## config.mk

```make
export PLATFORM = sky130hd
export DESIGN_NAME = copro_host_bridge
export DESIGN_NICKNAME = d
export VERILOG_FILES = /design/src/rtl/copro_pkg.sv /design/src/rtl/copro_beat_serializer.sv /design/src/rtl/copro_host_bridge.sv
export SDC_FILE = /design/constraint.sdc
export NUM_CORES = 1
export LEC_CHECK = 0
export CORE_UTILIZATION = 40
export CTS_BUF_LIST = sky130_fd_sc_hd__clkbuf_4 sky130_fd_sc_hd__clkbuf_8
export CTS_CLUSTER_DIAMETER = 200
export DETAILED_ROUTE_END_ITERATION = 10
export DONT_BUFFER_PORTS = 1
export PLACE_DENSITY_LB_ADDON = 0.2
export SYNTH_ARGS = -nofsm -noshare
export SYNTH_HDL_FRONTEND = slang
export SYNTH_SLANG_ARGS = --single-unit
```

## constraint.sdc

```tcl
create_clock -name clk -period 2 [get_ports clk]
set_input_delay 0.3 -clock clk [delete_from_list [all_inputs] [get_ports clk]]
set_output_delay 0.3 -clock clk [all_outputs]
set_load 0.01 [all_outputs]
```

## src/rtl/copro_pkg.sv

```systemverilog
// Shared types and constants for the coprocessor host bridge.
// Bridge FSM state encoding plus the beat-count helper used to size the response stream.
package copro_pkg;

  localparam int DATA_W  = 200;
  localparam int ADDR_W  = 8;
  localparam int INSTR_W = 15;
  localparam int BEAT_W  = 32;
  localparam int TIMEOUT = 1023;

  typedef enum logic [2:0] {
    IDLE,
    ISSUE,
    WAIT_DONE,
    RD_ADDR,
    RD_WAIT,
    STREAM,
    ERR
  } state_e;

  function automatic int nbeats(input int data_w, input int beat_w);
    return (data_w + beat_w - 1) / beat_w;
  endfunction

endpackage

```

## src/rtl/copro_beat_serializer.sv

```systemverilog
// Purpose: splits one DATA_W row into ceil(DATA_W/BEAT_W) beats, LSB-first, zero-padded on top.
// Latency: first beat valid the cycle after load; one beat per accepted handshake.
// Backpressure: beat data and last flag hold while out_vld & ~out_rdy.
module copro_beat_serializer #(
  parameter int DATA_W = copro_pkg::DATA_W,
  parameter int BEAT_W = copro_pkg::BEAT_W
) (
  input  logic              clk,
  input  logic              rst_n,
  input  logic              load,
  input  logic [DATA_W-1:0] load_dat,
  output logic              out_vld,
  input  logic              out_rdy,
  output logic [BEAT_W-1:0] out_dat,
  output logic              out_last
);
  import copro_pkg::*;

  localparam int NB    = nbeats(DATA_W, BEAT_W);
  localparam int PAD_W = NB * BEAT_W;
  localparam int IDX_W = (NB > 1) ? $clog2(NB) : 1;

  logic [PAD_W-1:0] sh_q, sh_d;
  logic [IDX_W-1:0] idx_q, idx_d;
  logic             vld_q, vld_d;
  logic             beat_hs;

  assign beat_hs  = vld_q & out_rdy;
  assign out_vld  = vld_q;
  assign out_dat  = sh_q[BEAT_W-1:0];
  assign out_last = vld_q & (idx_q == IDX_W'(NB - 1));

  always_comb begin
    sh_d  = sh_q;
    idx_d = idx_q;
    vld_d = vld_q;
    if (load) begin
      // Zero-extension supplies the padding bits of the final beat.
      sh_d  = PAD_W'(load_dat);
      idx_d = '0;
      vld_d = 1'b1;
    end else if (beat_hs) begin
      sh_d = sh_q >> BEAT_W;
      if (out_last) begin
        idx_d = '0;
        vld_d = 1'b0;
      end else begin
        idx_d = idx_q + IDX_W'(1);
      end
    end
  end

  always_ff @(posedge clk or negedge rst_n) begin
    if (!rst_n) begin
      sh_q  <= '0;
      idx_q <= '0;
      vld_q <= 1'b0;
    end else begin
      sh_q  <= sh_d;
      idx_q <= idx_d;
      vld_q <= vld_d;
    end
  end

endmodule

```

## src/rtl/copro_host_bridge.sv

```systemverilog
// Purpose: issues one host instruction to the coprocessor, waits for DONE, reads the result row and streams it back.
// Latency: accept -> first beat = 1 ISSUE + N wait + 2 read cycles; TIMEOUT wait cycles give a single error beat.
// Backpressure: cmd_ready only in IDLE; response beats and the error beat hold until rsp_ready.
module copro_host_bridge #(
  parameter int DATA_W  = copro_pkg::DATA_W,
  parameter int ADDR_W  = copro_pkg::ADDR_W,
  parameter int INSTR_W = copro_pkg::INSTR_W,
  parameter int BEAT_W  = copro_pkg::BEAT_W,
  parameter int TIMEOUT = copro_pkg::TIMEOUT
) (
  input  logic               clk,
  input  logic               reset,
  input  logic               cmd_valid,
  output logic               cmd_ready,
  input  logic [INSTR_W-1:0] cmd_instr,
  input  logic [ADDR_W-1:0]  cmd_res_addr,
  output logic [INSTR_W-1:0] cop_instr,
  output logic               cop_start,
  input  logic               cop_done,
  output logic               mem_sel,
  output logic [ADDR_W-1:0]  mem_address,
  input  logic [DATA_W-1:0]  mem_q,
  output logic               rsp_valid,
  input  logic               rsp_ready,
  output logic [BEAT_W-1:0]  rsp_data,
  output logic               rsp_last,
  output logic               rsp_err,
  output logic               busy
);
  import copro_pkg::*;

  localparam int CNT_W = $clog2(TIMEOUT + 1);

  state_e             state_q, state_d;
  logic [INSTR_W-1:0] instr_q, instr_d;
  logic [ADDR_W-1:0]  addr_q, addr_d;
  logic [CNT_W-1:0]   cnt_q, cnt_d;
  logic               done_q;
  logic               done_evt;
  logic               ser_load, ser_vld, ser_rdy, ser_last;
  logic [BEAT_W-1:0]  ser_dat;

  // Only a fresh rising edge counts, so a DONE level left over from the previous op is ignored.
  assign done_evt = cop_done & ~done_q;

  always_comb begin
    state_d  = state_q;
    instr_d  = instr_q;
    addr_d   = addr_q;
    cnt_d    = cnt_q;
    ser_load = 1'b0;
    case (state_q)
      IDLE: begin
        if (cmd_valid) begin
          instr_d = cmd_instr;
          addr_d  = cmd_res_addr;
          state_d = ISSUE;
        end
      end
      ISSUE: begin
        cnt_d   = '0;
        state_d = WAIT_DONE;
      end
      WAIT_DONE: begin
        if (done_evt) begin
          state_d = RD_ADDR;
        end else if (cnt_q == CNT_W'(TIMEOUT - 1)) begin
          state_d = ERR;
        end else begin
          cnt_d = cnt_q + CNT_W'(1);
        end
      end
      RD_ADDR: state_d = RD_WAIT;
      RD_WAIT: begin
        // mem_q now reflects the address driven during RD_ADDR.
        ser_load = 1'b1;
        state_d  = STREAM;
      end
      STREAM: begin
        if (ser_vld & ser_rdy & ser_last) state_d = IDLE;
      end
      ERR: begin
        if (rsp_ready) state_d = IDLE;
      end
      default: state_d = IDLE;
    endcase
  end

  always_ff @(posedge clk or negedge reset) begin
    if (!reset) begin
      state_q <= IDLE;
      instr_q <= '0;
      addr_q  <= '0;
      cnt_q   <= '0;
      done_q  <= 1'b0;
    end else begin
      state_q <= state_d;
      instr_q <= instr_d;
      addr_q  <= addr_d;
      cnt_q   <= cnt_d;
      done_q  <= cop_done;
    end
  end

  // Control outputs decode straight from the state flop so reset removes them without waiting for a clock.
  assign cmd_ready   = (state_q == IDLE);
  assign busy        = ~cmd_ready;
  assign cop_start   = (state_q == ISSUE);
  assign cop_instr   = instr_q;
  assign mem_sel     = (state_q == RD_ADDR) | (state_q == RD_WAIT);
  assign mem_address = mem_sel ? addr_q : '0;
  assign rsp_err     = (state_q == ERR);
  assign ser_rdy     = rsp_ready & (state_q == STREAM);
  assign rsp_valid   = ser_vld | rsp_err;
  assign rsp_last    = ser_last | rsp_err;
  assign rsp_data    = rsp_err ? '0 : ser_dat;

  copro_beat_serializer #(
    .DATA_W (DATA_W),
    .BEAT_W (BEAT_W)
  ) u_ser (
    .clk      (clk),
    .rst_n    (reset),
    .load     (ser_load),
    .load_dat (mem_q),
    .out_vld  (ser_vld),
    .out_rdy  (ser_rdy),
    .out_dat  (ser_dat),
    .out_last (ser_last)
  );

endmodule
```

==> impl_metrics.json, run 1 <==
{
  "critPathTopFamily": "flip-flops",
  "path_cells": "buf_4 > nand2_2 > o21ai_4 > and2_4",
  "core.rowCount": 59,
  "final_hold_viol_count": 241,
  "clock-skew-final_ps": 13.4,
  "rsz0062_at_grt": "true",
  "synth-edff-count": 0,
  "start_util_pct": 40.7,
  "outcome": "finished with violations",
  "finish.instance_area_um2": 14300,
  "synth_ff_type": "dfrtp_1",
  "worst-path-buf-inv": 1,
  "drt_pre_antenna_iters": 5,
  "yosys.area_share.adder_pct": 0.473,
  "failed_checks": "hold timing",
  "synthDominantAreaCellType": "dfrtp_1",
  "path_class": "flip-flop to output port",
  "ctsHoldBuffers": 224,
  "synth_compound_area_share_pct": 13.0,
  "antenna_found_initial": 0,
  "synth_top_family_by_area": "simple AND/OR/NAND/NOR gates",
  "cellLeakagePower_nw": 6.70,
  "root_buffer": "clkbuf_8",
  "finish.net_count": 1601,
  "n_antenna_cell": 0,
  "largest_net_degree_at_the_start_of_global_routing": 242,
  "critical_path.endpoint_type": "output port",
  "grt_first_pass_wirelength_mm": 47.1,
  "hold-worst-slack_ps": -530,
  "numCtsBuffers": 42,
  "timing.final.max_slew_violations": 0,
  "critical_path.max_fanout": 6,
  "timing_worst_slew_pin_value_ps": 533,
  "post_drt_wl_per_cell_um": 17.8,
  "worstSetupStartpointType": "flip-flop",
  "min_path_type": "primary input to async pin",
  "vias_per_cell": 5.22,
  "gp_routability_congestion": 0.818,
  "clock-sinks": 241,
  "grt_util_all_layers_pct": 21.9,
  "max_freq_ghz": 0.516,
  "fp.dieArea_um2": 27100,
  "post-synth-top-count-cell": "nand2_1",
  "synth_xor_xnor_area_share_pct": 0,
  "cts_tree": "built",
  "worst_path_max_delay_cell": "dfrtp_2",
  "max-slew-margin-rel_pct": 64.5,
  "ioPinCount": 290,
  "vias": 9025,
  "vdd_ir_drop_max_v": 0.000879,
  "yosys_warnings": 0,
  "synth.mux.area_fraction_pct": 2.73,
  "grt_overflow": 0,
  "post_synth_num_cell_types": 40,
  "critical-path-max-stage-delay_ps": 400,
  "synthDominantCellAreaShare_pct": 57.0,
  "grt_pass1_vias": 9039,
  "synth-simple-area-share_pct": 23.3,
  "postSynthNetCount": 1380,
  "floorplan.core_area_um2": 26000,
  "dp_hpwl_mm": 18.0,
  "finalSetupViolations": 0,
  "period_share_pct": 96.8,
  "clock_tree.htree_level_count": 2,
  "share_of_final_layout_standard_cells_stronger_than_drive_strength_1_pct": 11.5,
  "synth.cells.most_frequent": "nand2_1, dfrtp_1, a22oi_1",
  "ys_top_cells_by_area": "dfrtp_1, nand2_1, a22oi_1",
  "post_synth.cell_area_avg_um2": 9.22,
  "synth_async_sr_flop_share_pct": 100,
  "final_antenna_net_count": 0,
  "die_span_y_um": 165,
  "postSynthCellCount": 1148,
  "remaining_drc_errors": 0,
  "drv_cap": 0,
  "initialDrtViolationCount": 587,
  "worst-endpoint-required_ps": 1700,
  "synth.yosys.seq_area_share_pct": 57.0,
  "min_period_ps": 1940,
  "clockBufferDepth": 3,
  "power_density_nw_per_um2": 1390,
  "placement.setup.worst_slack_ps": 168,
  "yosys_register_bits": 241,
  "detailed_place.area_um2": 11100,
  "clock_latency_ps": 530,
  "crit_arrival_ps": 1640,
  "area.growth.synth_to_final_pct": 34.9,
  "placement.io_buffers": 0,
  "post_synth_instance_area_um2": 10600,
  "worst_path_clk_slew_ps": 60,
  "wirelength_mm": 30.7,
  "post-route-worst-setup-slack_ps": 63.1,
  "finalPower_mw": 19.9,
  "die_w_um": 165
}
==> routing by layer <==
layer	share of wire [%]	up-vias	GRT usage (%)
li1	-	4347	-
met1	44	4310	28.9
met2	47	307	35.8
met3	6.2	61	4.72
met4	2.2	0	6.80
met5	0	-	0
==> worst paths after layout <==
check	startpoint	cells past startpoint	endpoint	slack, ps
max in group asynchronous	reset	0	u_ser.sh_q[175]$_DFFE_PN0P_	2240
min reg2reg	u_ser.sh_q[26]$_DFFE_PN0P_	2	u_ser.sh_q[26]$_DFFE_PN0P_	460
max reg2reg	state_q[2]$_DFFE_PN0P_	5	cnt_q[6]$_DFFE_PN0P_	80
max	state_q[0]$_DFFE_PN0P_	4	mem_address[7]	60
min in group clk	mem_q[92]	2	u_ser.sh_q[92]$_DFFE_PN0P_	20
min	reset	0	cnt_q[6]$_DFFE_PN0P_	-530
==> layout make-up <==
class,instances,area (um2)
Clock buffer,67,841
Clock inverter,2,10.0
Fill cell,2297,11700
Inverter,7,28.8
Multi-Input combinational cell,819,4310
Sequential cell,241,6030
Tap cell,335,419
Timing Repair Buffer,258,2640
==> placed cells by master, fill, tap and decap left out, drive strengths merged, types with 23 or more instances in the layout <==
| cell type | synthesis | final |
|---|---|---|
| nand2 | 411 | 411 |
| dfrtp | 241 | 241 |
| dlygate4sd3 | 0 | 224 |
| a22oi | 104 | 104 |
| nor2 | 70 | 70 |
| clkbuf | 56 | 68 |
| a31oi | 67 | 67 |
| and2 | 43 | 43 |
| nand3 | 39 | 39 |
| buf | 26 | 33 |
| mux2 | 23 | 23 |
==> stage by stage <==
stage	hold slack [ps]	setup TNS, ps	instances	utilization, %
final	-530	0	1729	55.0
after global routing	-564	-221	1729	55.0
after CTS	-568	0	1723	54.6
after detailed placement	11.4	0	1429	42.6
after global placement	10.2	0	1429	42.6
after floorplan	4.41	0	1148	-
==> sequential cells by signal (all words and copies together) (netlist names) <==
register	count
u_ser.out_vld	1
addr_q	8
u_ser.sh_q	200
cnt_q	10
u_ser.idx_q	3
state_q	3
cop_instr	15
done_q	1
==> cell families (layout without fill, tap and decap cells) <==
family	count (synthesis)	after routing
AND/OR/NAND/NOR	591	591
flip-flops	241	241
AO/OA/AOI/OAI	197	198
buffers and inverters	89	334
multiplexers	26	26
adder cells (fa/ha/maj)	4	4
==> power by group <==
| group | switching [mW] | internal [mW] |
|---|---|---|
| Clock | 1.94 | 2.63 |
| Combinational | 3.83 | 2.92 |
| Sequential | 1.43 | 7.17 |
| Total | 7.20 | 12.7 |
==> timing repair <==
action / CTS / global route
gates cloned: 0 / 1
resized for setup: 11 / 23
setup buffers: 1 / 5
endpoints found under the setup margin: 45 / 45
endpoints found under the hold margin: 466 / 241
pin swaps: 0 / 2
No activity file was read; power rests on OpenSTA's default activity.
==> inputs of run 2 (changes only) <==
--- a/config.mk
+++ b/config.mk
@@ -5,9 +5,9 @@
 export SDC_FILE = /design/constraint.sdc
 export NUM_CORES = 1
 export LEC_CHECK = 0
+export CORE_ASPECT_RATIO = 1.5
 export CORE_UTILIZATION = 40
 export CTS_BUF_LIST = sky130_fd_sc_hd__clkbuf_4 sky130_fd_sc_hd__clkbuf_8
-export CTS_CLUSTER_DIAMETER = 200
 export DETAILED_ROUTE_END_ITERATION = 10
 export DONT_BUFFER_PORTS = 1
 export PLACE_DENSITY_LB_ADDON = 0.2
==> run 2 against run 1 <==
The flow finishes with violations (hold timing, setup timing). Critical path depth up 2. Sequential power down 0.8%. Cell area down 0.18%. Clock-buffer cell count down 13. Worst hold slack worse by 30 ps. Combinational power up 6.2%. Core utilization up 0.18 points. Flip-flop and latch count unchanged. Cell count down 0.35%. Wire length about the same. Critical path type unchanged. Largest power group unchanged.
==> impl_metrics.json, run 2 (synthesis gave the netlist of run 1 again) <==
{
  "pwr-share-clk_pct": 20.6,
  "largest_net_degree_at_the_start_of_global_routing": 242,
  "post_drt_wl_per_cell_um": 17.8,
  "worst-path-buf-inv": 4,
  "vdd_ir_drop_max_v": 0.000778,
  "share_of_final_layout_standard_cells_stronger_than_drive_strength_1_pct": 12.4,
  "grt_overflow": 0,
  "max-slew-margin-rel_pct": 50.2,
  "ioPinCount": 290,
  "min_period_ps": 2020,
  "drv_cap": 0,
  "post-route-worst-setup-slack_ps": -21.1,
  "path_class": "flip-flop to output port",
  "internal-power_mw": 12.5,
  "detailed_place.area_um2": 11000,
  "outcome": "finished with violations",
  "finalSetupViolations": 18,
  "clockBufferDepth": 3,
  "drt_pre_antenna_iters": 6,
  "hold-worst-slack_ps": -560,
  "core.rowCount": 72,
  "critical-path-max-stage-delay_ps": 400,
  "cts_tree": "built",
  "gp_routability_congestion": 0.817,
  "placement.io_buffers": 0,
  "crit_start": "state_q[2]$_DFFE_PN0P_",
  "switchingPower_mw": 7.21,
  "finish.net_count": 1602,
  "max_freq_ghz": 0.495,
  "root_buffer": "clkbuf_8",
  "worst_path_max_delay_cell": "dfrtp_1",
  "clock_latency_ps": 550,
  "clock_tree.htree_level_count": 2,
  "timing.final.max_slew_violations": 0,
  "timing_worst_slew_pin_value_ps": 747,
  "final_hold_viol_count": 241,
  "die_w_um": 135,
  "comb_power_share_pct": 36.3,
  "worst-endpoint-required_ps": 1700,
  "area.growth.synth_to_final_pct": 34.7,
  "p_seq_share_pct": 43.2,
  "remaining_drc_errors": 0,
  "initialDrtViolationCount": 537,
  "most-common-layout-cells": "nand2_1, dfrtp_1, dlygate4sd3_1",
  "wirelength_mm": 30.7,
  "clock-sinks": 241,
  "final_util_pct": 55.1,
  "numCtsBuffers": 39,
  "final_antenna_net_count": 0,
  "dp_hpwl_mm": 17.9,
  "power_density_nw_per_um2": 1390,
  "grt_util_all_layers_pct": 22.0,
  "period_share_pct": 101,
  "crit_arrival_ps": 1720,
  "vias": 9049,
  "finish.instance_area_um2": 14300,
  "fillers": 2212,
  "rr_startpoint": "state_q[2]$_DFFE_PN0P_",
  "failed_checks": "hold timing, setup timing",
  "swShare_pct": 36.5,
  "clock-skew-final_ps": 16.6,
  "ctsHoldBuffers": 226,
  "cellLeakagePower_nw": 6.67,
  "vias_per_cell": 5.25,
  "min_path_type": "primary input to async pin",
  "cp_common_cell": "buf_6",
  "critical_path.endpoint_type": "output port",
  "worstSetupStartpointType": "flip-flop",
  "fp.dieArea_um2": 27100,
  "rsz0062_at_grt": "true",
  "grt_pass1_vias": 9431,
  "die_span_y_um": 201,
  "critical_path.max_fanout": 7,
  "largest_register": "u_ser.sh_q",
  "path_cells": "buf_12 > nand3b_1 > buf_6 > buf_6 > inv_4 > a21o_1",
  "antenna_found_initial": 2,
  "start_util_pct": 40.9,
  "floorplan.core_area_um2": 25900,
  "flip_flop_count_of_the_largest_register_all_copies_and_words_added": 200,
  "grt_first_pass_wirelength_mm": 47.5,
  "final_common_cell": "nand2_1",
  "worst_path_clk_slew_ps": 60,
  "critPathTopFamily": "buffers and inverters"
}
[run 2: repair_timing]
action / in CTS / in global routing
hold endpoints to repair: 468 / 241
setup endpoints to repair: 37 / 49
gates resized for setup: 22 / 44
setup buffers: 1 / 9
gates cloned: 0 / 3
pin swaps: 2 / 4
[run 2: area by class of cell]
type / instances / area (um2) / share of cell area [%]
diodes: 2 / 5.00 / 0.0351
clock buffers: 54 / 674 / 4.73
clock inverters: 5 / 27.5 / 0.193
inverters: 7 / 31.3 / 0.219
multi-input cells: 819 / 4360 / 30.6
flip-flops and latches: 241 / 6030 / 42.3
well taps: 333 / 417 / 2.92
repair buffers: 262 / 2710 / 19.0
[run 2: power groups by stage]
stage | sequential, mW | clock, mW | combinational, mW
3_3_place_gp | 8.47 | 0 | 5.89
3_5_place_dp | 8.53 | 0 | 6.04
6_report | 8.53 | 4.06 | 7.16
4_1_cts | 8.46 | 4.18 | 6.60
5_1_grt | 8.82 | 4.39 | 7.99
2_1_floorplan | 8.13 | 0 | 4.77
[run 2: metrics by stage]
step	worst slack (ps)	TNS (ps)	hold WS (ps)	cells	total power, mW
after floorplan	84.7	0	4.41	1148	12.9
after global placement	230	0	11.1	1423	14.4
after detailed placement	143	0	12.7	1423	14.6
after CTS	-31.4	-174	-596	1709	19.2
after global routing	-85.8	-2370	-595	1723	21.2
final	-21.1	-128	-560	1723	19.8
[run 2: metal layers]
layer / GRT usage (%) / up-vias / part of all wire (%)
li1: - / 4330 / -
met1: 25.9 / 4355 / 40
met2: 38.5 / 305 / 52
met3: 4.71 / 59 / 5.7
met4: 8.91 / 0 / 2.6
met5: 0 / - / 0
[run 2: path summary, 6_finish.rpt]
path / end / slack, ps / depth (start not counted)
max: rsp_last / -20 / 6
min: cnt_q[9]$_DFFE_PN0P_ / -560 / 0
max reg2reg: u_ser.sh_q[176]$_DFFE_PN0P_ / 140 / 7
min reg2reg: u_ser.sh_q[31]$_DFFE_PN0P_ / 460 / 2
max in group asynchronous: u_ser.sh_q[119]$_DFFE_PN0P_ / 1920 / 0
min in group clk: state_q[0]$_DFFE_PN0P_ / 100 / 3
